## config.mk

```make
export PLATFORM = sky130hd
export DESIGN_NAME = switch_debouncer
export DESIGN_NICKNAME = d
export VERILOG_FILES = /design/src/rtl/switch_debouncer.sv
export SDC_FILE = /design/constraint.sdc
export NUM_CORES = 1
export LEC_CHECK = 0
export CAP_MARGIN = 20
export CORE_UTILIZATION = 49
export CTS_CLUSTER_DIAMETER = 80
export DETAILED_ROUTE_END_ITERATION = 10
export GPL_TIMING_DRIVEN = 0
export PLACE_DENSITY = 0.76
export SKIP_LAST_GASP = 1
export SYNTH_ARGS = -nofsm -noshare
export SYNTH_HDL_FRONTEND = slang
export SYNTH_SLANG_ARGS = --single-unit
```

## constraint.sdc

```tcl
create_clock -name clk -period 1.6 [get_ports clk]
set_input_delay 0.24 -clock clk [delete_from_list [all_inputs] [get_ports clk]]
set_output_delay 0.24 -clock clk [all_outputs]
set_load 0.05 [all_outputs]
```

## src/rtl/switch_debouncer.sv

```systemverilog
// rtl/switch_debouncer.sv - switch pad synchroniser, per-bit debouncer and settled-value snapshot
//
// Purpose: brings asynchronous slide-switch pads into clk, accepts a new level per bit only
// after it has persisted for DEBOUNCE_CYCLES cycles, drives the comparator operand buses from
// the debounced value, and keeps a valid/ready snapshot of each settled change.
//
// Ports:
//   clk         in   1     system clock, rising edge
//   rst         in   1     synchronous reset, active-high
//   sw_raw      in   N_SW  asynchronous switch pads
//   sw_stable   out  N_SW  debounced switch state
//   op_a        out  2     sw_stable[1:0]
//   op_b        out  2     sw_stable[3:2]
//   sw_changed  out  1     one-cycle pulse when sw_stable takes a new value
//   out_valid   out  1     snapshot holds an unconsumed value
//   out_data    out  N_SW  snapshot of sw_stable
//   out_ready   in   1     consumer takes out_data when out_valid && out_ready at an edge
//   overrun     out  1     sticky: a snapshot was replaced before being taken
module switch_debouncer #(
    parameter int N_SW            = 4,
    parameter int DEBOUNCE_CYCLES = 4,
    parameter bit ACTIVE_LOW      = 1'b0
) (
    input  logic            clk,
    input  logic            rst,
    input  logic [N_SW-1:0] sw_raw,
    output logic [N_SW-1:0] sw_stable,
    output logic [1:0]      op_a,
    output logic [1:0]      op_b,
    output logic            sw_changed,
    output logic            out_valid,
    output logic [N_SW-1:0] out_data,
    input  logic            out_ready,
    output logic            overrun
);

    localparam int               CNT_W    = $clog2(DEBOUNCE_CYCLES + 1);
    localparam logic [CNT_W-1:0] CNT_LAST = CNT_W'(DEBOUNCE_CYCLES - 1);

    logic [N_SW-1:0]  sw_pad;
    logic [N_SW-1:0]  sync_1;
    logic [N_SW-1:0]  sync_2;
    logic [N_SW-1:0]  stable_next;
    logic [CNT_W-1:0] cnt      [N_SW];
    logic [CNT_W-1:0] cnt_next [N_SW];
    logic             stable_upd;

    // Inversion sits ahead of the synchroniser so both flops carry the logical level.
    assign sw_pad = ACTIVE_LOW ? ~sw_raw : sw_raw;

    // A bit flips only on the edge where its disagreement count has already reached
    // DEBOUNCE_CYCLES-1; any cycle of agreement drops the count back to zero, so the
    // counter saturates at CNT_LAST and can never wrap.
    always_comb begin
        stable_next = sw_stable;
        for (int i = 0; i < N_SW; i++) begin
            cnt_next[i] = '0;
            if (sync_2[i] != sw_stable[i]) begin
                if (cnt[i] == CNT_LAST) begin
                    stable_next[i] = sync_2[i];
                end else begin
                    cnt_next[i] = cnt[i] + 1'b1;
                end
            end
        end
    end

    assign stable_upd = (stable_next != sw_stable);

    always_ff @(posedge clk) begin
        if (rst) begin
            sync_1     <= '0;
            sync_2     <= '0;
            sw_stable  <= '0;
            sw_changed <= 1'b0;
            out_valid  <= 1'b0;
            out_data   <= '0;
            overrun    <= 1'b0;
            for (int i = 0; i < N_SW; i++) begin
                cnt[i] <= '0;
            end
        end else begin
            sync_1     <= sw_pad;
            sync_2     <= sync_1;
            sw_stable  <= stable_next;
            sw_changed <= stable_upd;
            for (int i = 0; i < N_SW; i++) begin
                cnt[i] <= cnt_next[i];
            end
            // A new settled value always wins the snapshot; if the previous one is still
            // waiting and not being taken this edge, it is lost and overrun latches.
            if (stable_upd) begin
                out_data  <= stable_next;
                out_valid <= 1'b1;
                if (out_valid && !out_ready) begin
                    overrun <= 1'b1;
                end
            end else if (out_valid && out_ready) begin
                out_valid <= 1'b0;
            end
        end
    end

    assign op_a = sw_stable[1:0];
    assign op_b = sw_stable[3:2];

endmodule

```

==> results.toml <==
[floorplan]
dieHeight_um = 50.7
die_width_um = 50.7
ios = 22
rows = 17
fp.coreArea_um2 = 2210
dieArea_um2 = 2570
floorplan.initialDensity_pct = 52.4

[worst_setup_path]
end_kind = "output port"
required_ns = 1.36
path_class = "reg -> out"
cp_max_fo = 4
path_cells = "buf_4 -> dlygate4sd2_1"
critPathTopFamily = "buffers and inverters"
cp_slowest_cell = "dlygate4sd2_1"
start_kind = "register"
r2r_slack_ns = 0.07
cp.arrival_ns = 1.30
critPathBufInv = 2
slowest_delay_ns = 0.51

[route]
antenna_left = 0
wirelength_mm = 1.75
avgViaCountPerCell = 4.62
vias = 753
wl_per_cell_um = 10.7
drt_iter0_drc = 9
drt_first_pass_iters = 3
drc_errors = 0

[clocking]
cts_hold_buf = 0
cts_buffers = 5
htree_levels = 2
cts.sinks = 31
cts_tree = "done"
cts.clk_slew.worst_paths_ns = 0.09
clk_latency_ns = 0.33
root_buffer = "clkbuf_4"
clock_path_buffers = 2

[sta]
slew_violations = 0
max_slew_margin_pct = 67.0
rsz0062_at_grt = "no"
fin_crit_ns = 1.54
tns_ns = 0
finalSetupViolCount = 0
hold_viol_final = 0
skew_ns = 0.00574
max_freq_ghz = 0.648
period_share_pct = 96.5
worst_slew_pin_slew_ns = 0.497

[power_and_ir_drop]
max-vdd-ir-drop_mv = 0.650
power_w = 0.00146
p_leak_nw = 0.711
powerDensity_nw_per_um2 = 994

[yosys]
postSynthCellCount = 106
ys_seq_elements = 31
yosys.cell_types.count = 19
ys_seq_area_share_pct = 53.5
synth_adder_area_share_pct = 8.63
ys.warnings.count = 0
synth.avg_cell_area_um2 = 10.9
synth_top_family_by_area = "simple AND/OR/NAND/NOR gates"
synth_xor_xnor_area_share_pct = 3.02
synth-simple-area-share_pct = 17.3
synthMuxAreaShare_pct = 8.63
synthesis.area_um2 = 1160
synth_compound_area_share_pct = 3.99
syn_nets = 121

[global_routing]
grt_max_degree = 11
grt_pass1_wl_mm = 3.19
grt_overflow = 0
antenna_found_initial = 0
grt.total_usage_pct = 18.2
grt_pass1_vias = 784

[final_layout]
fillCellCount = 202
final_cell_mix = "dfxtp_1, nor2_1, nor2b_1"
drive_gt1_share_pct = 20.0
final_common_cell = "dfxtp_1"
n_antenna_cell = 0
regArea_um2 = 623
multi_input_area_um2 = 484
nets = 149
syn2layout_area_growth_pct = 26.9

[placement]
gp_congestion = 0.634
io_buffers = 21

[status]
status = "finished clean"

[run]
maxCapViolCount = 0

[worst_hold_path]
hp-class = "reg -> reg"
## cells in the mapped netlist
| cell | instances | area share, % |
|---|---|---|
| a21oi_1 | 1 | 0.43 |
| a22oi_2 | 2 | 2.2 |
| a31o_2 | 1 | 0.76 |
| and3_1 | 3 | 1.6 |
| and3_2 | 1 | 0.65 |
| buf_2 | 1 | 0.43 |
| buf_4 | 4 | 2.6 |
| clkbuf_1 | 1 | 0.32 |
| dfxtp_1 | 31 | 54 |
| ha_1 | 8 | 8.6 |
| inv_1 | 5 | 1.6 |
| mux2_4 | 4 | 5.2 |
| mux2i_1 | 4 | 3.5 |
| nand2_1 | 4 | 1.3 |
| nand2_4 | 1 | 0.97 |
| nor2_1 | 16 | 5.2 |
| nor2b_1 | 14 | 7.6 |
| o21a_1 | 1 | 0.65 |
| xor2_1 | 4 | 3.0 |
## per-stage QoR
| stage | hold WS [ns] | cell area [um^2] | cells | utilization (%) | setup slack, ns |
|---|---|---|---|---|---|
| final | 0.425 | 1470 | 163 | 66.5 | 0.0565 |
| after global routing | 0.442 | 1470 | 163 | 66.5 | 0.00308 |
| after CTS | 0.428 | 1480 | 163 | 66.7 | -0.0180 |
| after detailed placement | 0.415 | 1410 | 155 | 63.6 | -0.0235 |
| after global placement | 0.405 | 1410 | 155 | 63.6 | 0.00649 |
| after floorplan | 0.368 | 1160 | 106 | - | 0.0286 |
## flip-flops by register name, indices dropped and copies added, names as in the netlist
| register | cells |
|---|---|
| sync_1 | 4 |
| sw_changed | 1 |
| out_data | 4 |
| overrun | 1 |
| sw_stable | 4 |
| cnt | 12 |
| sync_2 | 4 |
| out_valid | 1 |
## power breakdown
group / internal (W) / switching [W]
registers: 0.000783 / 0.00000525
clock network: 0.000369 / 0.000260
logic: 0.0000236 / 0.0000206
## kinds of logic after synthesis
kind of cell	after synthesis
XOR/XNOR	4
AO/OA/AOI/OAI	5
adder cells (fa/ha/maj)	8
AND/OR/NAND/NOR	39
flip-flops	31
multiplexers	8
buffers and inverters	11
## metal layers
metal / track usage [%] / routed length (um) / share of wire [%]
met1: 19.3 / 796 / 45
met2: 28.7 / 788 / 45
met3: 8.18 / 103 / 5.9
met4: 12.5 / 61 / 3.5
met5: 0 / 0 / 0
## repair_timing
item / CTS / global route
gates resized for setup: 16 / 5
pin swaps: 0 / 1
setup buffers: 0 / 0
setup endpoints to repair: 15 / 7
## cell type report
class | count | area share (%)
Clock buffer | 6 | 3.49
Inverter | 5 | 1.28
Timing Repair Buffer | 21 | 12.6
Sequential cell | 31 | 42.3
Clock inverter | 2 | 2.38
Tap cell | 28 | 2.38
Multi-Input combinational cell | 64 | 32.9
Buffer | 6 | 2.64
## worst paths after layout
check | startpoint | endpoint | cells after the start
setup / recovery | sw_stable[0] | sw_stable[0] | 2
hold / removal | cnt[0][0] | cnt[0][0] | 1
setup reg to reg | cnt[1][0] | out_data[0] | 5
hold reg to reg | cnt[0][0] | cnt[0][0] | 1
(Power assumes the default switching activity.)
